File: src/rtl/sdram_arbiter.sv
// sdram_arbiter
// Shares the single sdram_controller port between three bus masters.
// In IDLE it picks a winner round-robin and latches that master's payload.
// In BUSY it holds sdram_req until sdram_ack, then returns to IDLE.
// It also limits outstanding reads per master, flags controller hangs,
// and flags read returns that nobody was waiting for.
//
// Parameters:
//   MAX_RD  - outstanding (acked, data not yet returned) reads per master, 1..3
//   TIMEOUT - BUSY cycles without sdram_ack before err_timeout sets (8-bit)
//
// Ports:
//   clock, reset (async, active-low)
//   mN_req/addr/write/byte_enable/wdata  - master N request and payload
//   mN_ack                               - sdram_ack gated by the grant for N
//   mN_rdata, mN_rdvalid                 - read return passthrough
//   sdram_req (one-hot), sdram_addr/write/byte_enable/wdata - controller side
//   sdram_ack, sdram_rdata, sdram_rdvalid                   - controller side
//   err_timeout, err_rdvalid             - sticky error flags
module sdram_arbiter #(
   parameter int MAX_RD  = 2,
   parameter int TIMEOUT = 255
) (
   input  logic        clock,
   input  logic        reset,
   input  logic        m0_req,
   input  logic [25:0] m0_addr,
   input  logic        m0_write,
   input  logic [3:0]  m0_byte_enable,
   input  logic [31:0] m0_wdata,
   output logic        m0_ack,
   output logic [31:0] m0_rdata,
   output logic        m0_rdvalid,
   input  logic        m1_req,
   input  logic [25:0] m1_addr,
   input  logic        m1_write,
   input  logic [3:0]  m1_byte_enable,
   input  logic [31:0] m1_wdata,
   output logic        m1_ack,
   output logic [31:0] m1_rdata,
   output logic        m1_rdvalid,
   input  logic        m2_req,
   input  logic [25:0] m2_addr,
   input  logic        m2_write,
   input  logic [3:0]  m2_byte_enable,
   input  logic [31:0] m2_wdata,
   output logic        m2_ack,
   output logic [31:0] m2_rdata,
   output logic        m2_rdvalid,
   output logic [2:0]  sdram_req,
   output logic [25:0] sdram_addr,
   output logic        sdram_write,
   output logic [3:0]  sdram_byte_enable,
   output logic [31:0] sdram_wdata,
   input  logic        sdram_ack,
   input  logic [31:0] sdram_rdata,
   input  logic [2:0]  sdram_rdvalid,
   output logic        err_timeout,
   output logic        err_rdvalid
);

   localparam logic [7:0] TO_LIM = 8'(TIMEOUT);
   localparam logic [1:0] RD_LIM = 2'(MAX_RD);

   typedef enum logic {IDLE, BUSY} state_t;

   state_t      state;
   logic [2:0]  grant;
   logic [1:0]  ptr;
   logic [7:0]  to_cnt;
   logic [1:0]  rd_cnt [3];

   logic [2:0]  req_v;
   logic [2:0]  wr_v;
   logic [25:0] addr_v  [3];
   logic [3:0]  be_v    [3];
   logic [31:0] wdata_v [3];

   logic [2:0]  elig;
   logic [2:0]  rd_acc;
   logic        win_found;
   logic [1:0]  win_idx;

   assign req_v      = {m2_req, m1_req, m0_req};
   assign wr_v       = {m2_write, m1_write, m0_write};
   assign addr_v[0]  = m0_addr;
   assign addr_v[1]  = m1_addr;
   assign addr_v[2]  = m2_addr;
   assign be_v[0]    = m0_byte_enable;
   assign be_v[1]    = m1_byte_enable;
   assign be_v[2]    = m2_byte_enable;
   assign wdata_v[0] = m0_wdata;
   assign wdata_v[1] = m1_wdata;
   assign wdata_v[2] = m2_wdata;

   // grant is only non-zero in BUSY, so acks seen in IDLE fall through here
   assign m0_ack     = sdram_ack & grant[0];
   assign m1_ack     = sdram_ack & grant[1];
   assign m2_ack     = sdram_ack & grant[2];
   assign sdram_req  = grant;

   assign m0_rdata   = sdram_rdata;
   assign m1_rdata   = sdram_rdata;
   assign m2_rdata   = sdram_rdata;
   assign m0_rdvalid = sdram_rdvalid[0];
   assign m1_rdvalid = sdram_rdvalid[1];
   assign m2_rdvalid = sdram_rdvalid[2];

   // A read accepted this cycle for the granted master
   assign rd_acc = grant & {3{sdram_ack & ~sdram_write}};

   function automatic logic [1:0] wrap3(input logic [2:0] v);
      return (v >= 3'd3) ? 2'(v - 3'd3) : v[1:0];
   endfunction

   always_comb begin
      for (int n = 0; n < 3; n++)
         elig[n] = req_v[n] & (wr_v[n] | (rd_cnt[n] < RD_LIM));
   end

   // Walk offsets from farthest to nearest so the candidate closest to ptr
   // is the one left standing.
   always_comb begin
      logic [1:0] cand;
      win_found = 1'b0;
      win_idx   = 2'd0;
      cand      = 2'd0;
      for (int i = 2; i >= 0; i--) begin
         cand = wrap3({1'b0, ptr} + 3'(i));
         if (elig[cand]) begin
            win_found = 1'b1;
            win_idx   = cand;
         end
      end
   end

   always_ff @(posedge clock or negedge reset) begin
      if (!reset) begin
         state             <= IDLE;
         grant             <= 3'b000;
         ptr               <= 2'd0;
         to_cnt            <= 8'd0;
         err_timeout       <= 1'b0;
         err_rdvalid       <= 1'b0;
         sdram_addr        <= '0;
         sdram_write       <= 1'b0;
         sdram_byte_enable <= '0;
         sdram_wdata       <= '0;
         for (int n = 0; n < 3; n++) rd_cnt[n] <= 2'd0;
      end else begin
         case (state)
            IDLE: begin
               if (win_found) begin
                  sdram_addr        <= addr_v[win_idx];
                  sdram_write       <= wr_v[win_idx];
                  sdram_byte_enable <= be_v[win_idx];
                  sdram_wdata       <= wdata_v[win_idx];
                  grant             <= 3'b001 << win_idx;
                  ptr               <= (win_idx == 2'd2) ? 2'd0 : win_idx + 2'd1;
                  to_cnt            <= 8'd0;
                  state             <= BUSY;
               end
            end
            BUSY: begin
               if (sdram_ack) begin
                  grant <= 3'b000;
                  state <= IDLE;
               end else begin
                  // Saturate at the limit; the request keeps waiting
                  if (to_cnt != TO_LIM) to_cnt <= to_cnt + 8'd1;
                  if (to_cnt + 8'd1 == TO_LIM) err_timeout <= 1'b1;
               end
            end
            default: state <= IDLE;
         endcase

         // Accept and return in the same cycle cancel out
         for (int n = 0; n < 3; n++) begin
            if (rd_acc[n] && !sdram_rdvalid[n]) begin
               rd_cnt[n] <= rd_cnt[n] + 2'd1;
            end else if (sdram_rdvalid[n] && !rd_acc[n]) begin
               if (rd_cnt[n] == 2'd0) err_rdvalid <= 1'b1;
               else                   rd_cnt[n] <= rd_cnt[n] - 2'd1;
            end
         end
      end
   end

endmodule

File: config.mk
export PLATFORM = sky130hd
export DESIGN_NAME = sdram_arbiter
export DESIGN_NICKNAME = d
export VERILOG_FILES = /design/src/rtl/sdram_arbiter.sv
export SDC_FILE = /design/constraint.sdc
export NUM_CORES = 1
export LEC_CHECK = 0
export ABC_AREA = 1
export BUFFER_PORTS_ARGS = -buffer_cell sky130_fd_sc_hd__buf_4
export CORE_AREA = 4 4 155 157
export DETAILED_ROUTE_END_ITERATION = 6
export DIE_AREA = 0 0 159 161
export PLACE_DENSITY = 0.62
export SETUP_SLACK_MARGIN = 0.1
export SLEW_MARGIN = 40
export SYNTH_ARGS = -nofsm -noshare
export SYNTH_HDL_FRONTEND = slang
export SYNTH_SLANG_ARGS = --single-unit
File: constraint.sdc
create_clock -name clock -period 2.72 [get_ports clock]
set_clock_uncertainty 0.1 [all_clocks]
set_input_delay 0.272 -clock clock [delete_from_list [all_inputs] [get_ports clock]]
set_output_delay 0.272 -clock clock [all_outputs]
set_load 0.005 [all_outputs]
==> results.ini <==
[outcome]
outcome = finished clean

[timing]
maxSlewHeadroom = 0.614
fmax_ghz = 0.418
final-setup-viol-count = 0
fin_setup_tns_ps = 0
fin_crit_ps = 2390
final.period_utilization = 0.880
worst_pin_slew_ps = 579
hold_violations = 0
rsz0062_at_grt = false
slew_violations = 0

[final_layout]
seqCellArea_um2 = 2130
nNetsFinal = 1307
syn2layout_area_growth_pct = 33.0
drive_gt1_frac = 0.306
n_antenna_cell = 0
fillCellCount = 2408
multi_input_area_um2 = 2580

[setup_path]
critPathTopFamily = buffers and inverters
cp_num_buf_inv = 6
path_class = reg -> reg
crit_required_ps = 2820
worstReg2RegEnd = ptr[1]
cp.arrival_ps = 2490
worstSetupEndpointType = flop
start_kind = flop
reg2reg_from = ptr[0]
critPathSlowestCell = dfrtp_1
cp_max_fo = 33
critPathMaxStageDelay_ps = 390
path_cells = inv_1 -> ha_2 -> inv_2 -> nand2_1 -> nor2_2 -> inv_2 -> nand3b_1 -> nand2_2 -> nand2_2 -> buf_4 -> nor2_2 -> buf_12 -> inv_1 -> o21ai_0
regToRegSetupSlack_ps = 330
reg2reg_depth = 14

[routing]
num_vias = 6071
drtIter0Drc = 405
routed_wl_um = 20800
ant_nets = 0
firstDrtPassIters = 4
drc = 0
viasPerCell = 4.47
routed_wire_length_per_instance_um = 15.3

[grt]
antenna_found_initial = 0
grt_pass1_wl_um = 30800
grtUsageTotal = 0.149
grt-ovfl-total = 0
grt_max_degree = 67
grt_pass1_vias = 6051

[logic_synthesis]
ys_async_sr_fraction = 1.00
synth_commonest_cells = 220 x nand2_1, 148 x nand3_1, 131 x inv_1
synth.distinct_cells = 35
syn-num-nets = 1144
ys_warn_count = 0
synth_edf_count = 0
ys.flop_type = dfrtp_1
yosys.area.top_type = dfrtp_1
avgSynthCellArea_um2 = 6.80
yosys.area.top_type_share = 0.346
yosys-top-cells-area = dfrtp_1 35%, nand2_1 13%, buf_4 13%
ys_seq_area_frac = 0.346
ys_ff_latch = 85
syn_area_um2 = 6150
yosysMostFrequentCell = nand2_1
syn-instance-count = 904

[power_and_ir_drop]
ir_drop_mv = 0.710
power.leakage_nw = 4.45
p_per_area_nw_per_um2 = 1190
power.total_mw = 9.72

[die]
io_pins = 400
core_area_um2 = 22500
start_util = 0.273
die_h_um = 161
die-area_um2 = 25600
fp-row-count = 55
die_x_um = 159

[cts]
clk_path_buf_depth = 2
htree_levels = 3
cts.clk_slew.worst_paths_ps = 70
cts_tree = yes
root_buffer = clkbuf_16
cts.sinks = 85
numCtsBuffers = 9
worst_skew_pair.late_latency_ps = 350

[place]
hpwl_um = 15200
place_congestion = 0.852
port_buffers = 271

[hold_path]
hold_path.class = in -> reg
whs_path_depth = 3
hp-start = m0_addr[24]
hold_end = sdram_addr[24]

[flow_run]
cap_violations = 0

==> layout make-up <==
type,instances,area share
clock buffers,11,0.0297
repair buffers,287,0.278
clock inverters,5,0.0102
flip-flops and latches,85,0.260
multi-input cells,546,0.316
well taps,285,0.0436
inverters,138,0.0633
==> cell families after synthesis <==
logic type / count (synthesis) / share of synthesized area
buffers and inverters: 274 / 0.238
flip-flops: 85 / 0.346
AO/OA/AOI/OAI: 33 / 0.0305
adder cells (fa/ha/maj): 10 / 0.0204
XOR/XNOR: 7 / 0.00997
AND/OR/NAND/NOR: 495 / 0.356
==> state kept, by name (all words and copies together), names as in the netlist <==
signal and cells:
to_cnt 8, sdram_addr 26, sdram_wdata 32, err_timeout 1, rd_cnt 6, state 1, sdram_req 3, ptr 2
sdram_byte_enable 4, sdram_write 1, err_rdvalid 1
==> stage by stage <==
step	cell area, um^2	util	cells	worst slack, ps	hold WS, ps
global route	8180	0.364	1357	111	14.2
CTS	8070	0.359	1352	136	7.55
floorplan	6150	-	904	714	-124
finish	8180	0.364	1357	328	27.4
global placement	7730	0.344	1335	261	209
detailed placement	7730	0.344	1335	158	204
==> power by group <==
part | internal, mW | switching, mW
clock | 0.832 | 0.537
sequential | 1.89 | 0.339
combinational | 2.53 | 3.59
==> worst min-delay path, stage by stage <==
cell     delay [ps]
buf_4            80
nand2_1          40
nand3_1          50
==> what timing repair did <==
action,CTS,global route
hold buffers,1,0
endpoints found under the setup margin,0,36
buffers inserted,0,2
gates resized for setup,0,4
endpoints found under the hold margin,40,0
==> worst max-delay path by stage <==
stage / start / to / slack, ps / cells after the start
after detailed placement: ptr[0] / ptr[0] / 160 / 13
after CTS: ptr[0] / ptr[0] / 140 / 13
after floorplan: ptr[0] / sdram_addr[0] / 710 / 16
after global routing: ptr[0] / ptr[1] / 110 / 14
final: ptr[0] / ptr[1] / 330 / 14
after global placement: ptr[0] / ptr[0] / 260 / 13
==> placed cells by master (no fill, tap or decap), types with 3 or more instances in the layout <==
| cell type | count |
|---|---|
| buf_4 | 277 |
| nand2_1 | 220 |
| nand3_1 | 148 |
| inv_1 | 131 |
| dfrtp_1 | 85 |
| nor2_1 | 77 |
| or2_0 | 27 |
| clkbuf_16 | 11 |
| o21ai_0 | 10 |
| ha_1 | 9 |
| o21ai_1 | 8 |
| xor2_1 | 7 |
| inv_2 | 6 |
| a21oi_1 | 6 |
| buf_12 | 6 |
| or2_2 | 5 |
| nand3_2 | 3 |
| nand2_2 | 3 |
| nand4_1 | 3 |
| nor2_4 | 3 |
==> layer usage <==
metal	vias to the layer above	global-route usage	wire length (um)
met2	263	0.264	10000
li1	2990	-	-
met5	-	0	0
met1	2760	0.154	7890
met4	0	0.0813	937
met3	58	0.0566	1910
(Power assumes the default switching activity.)
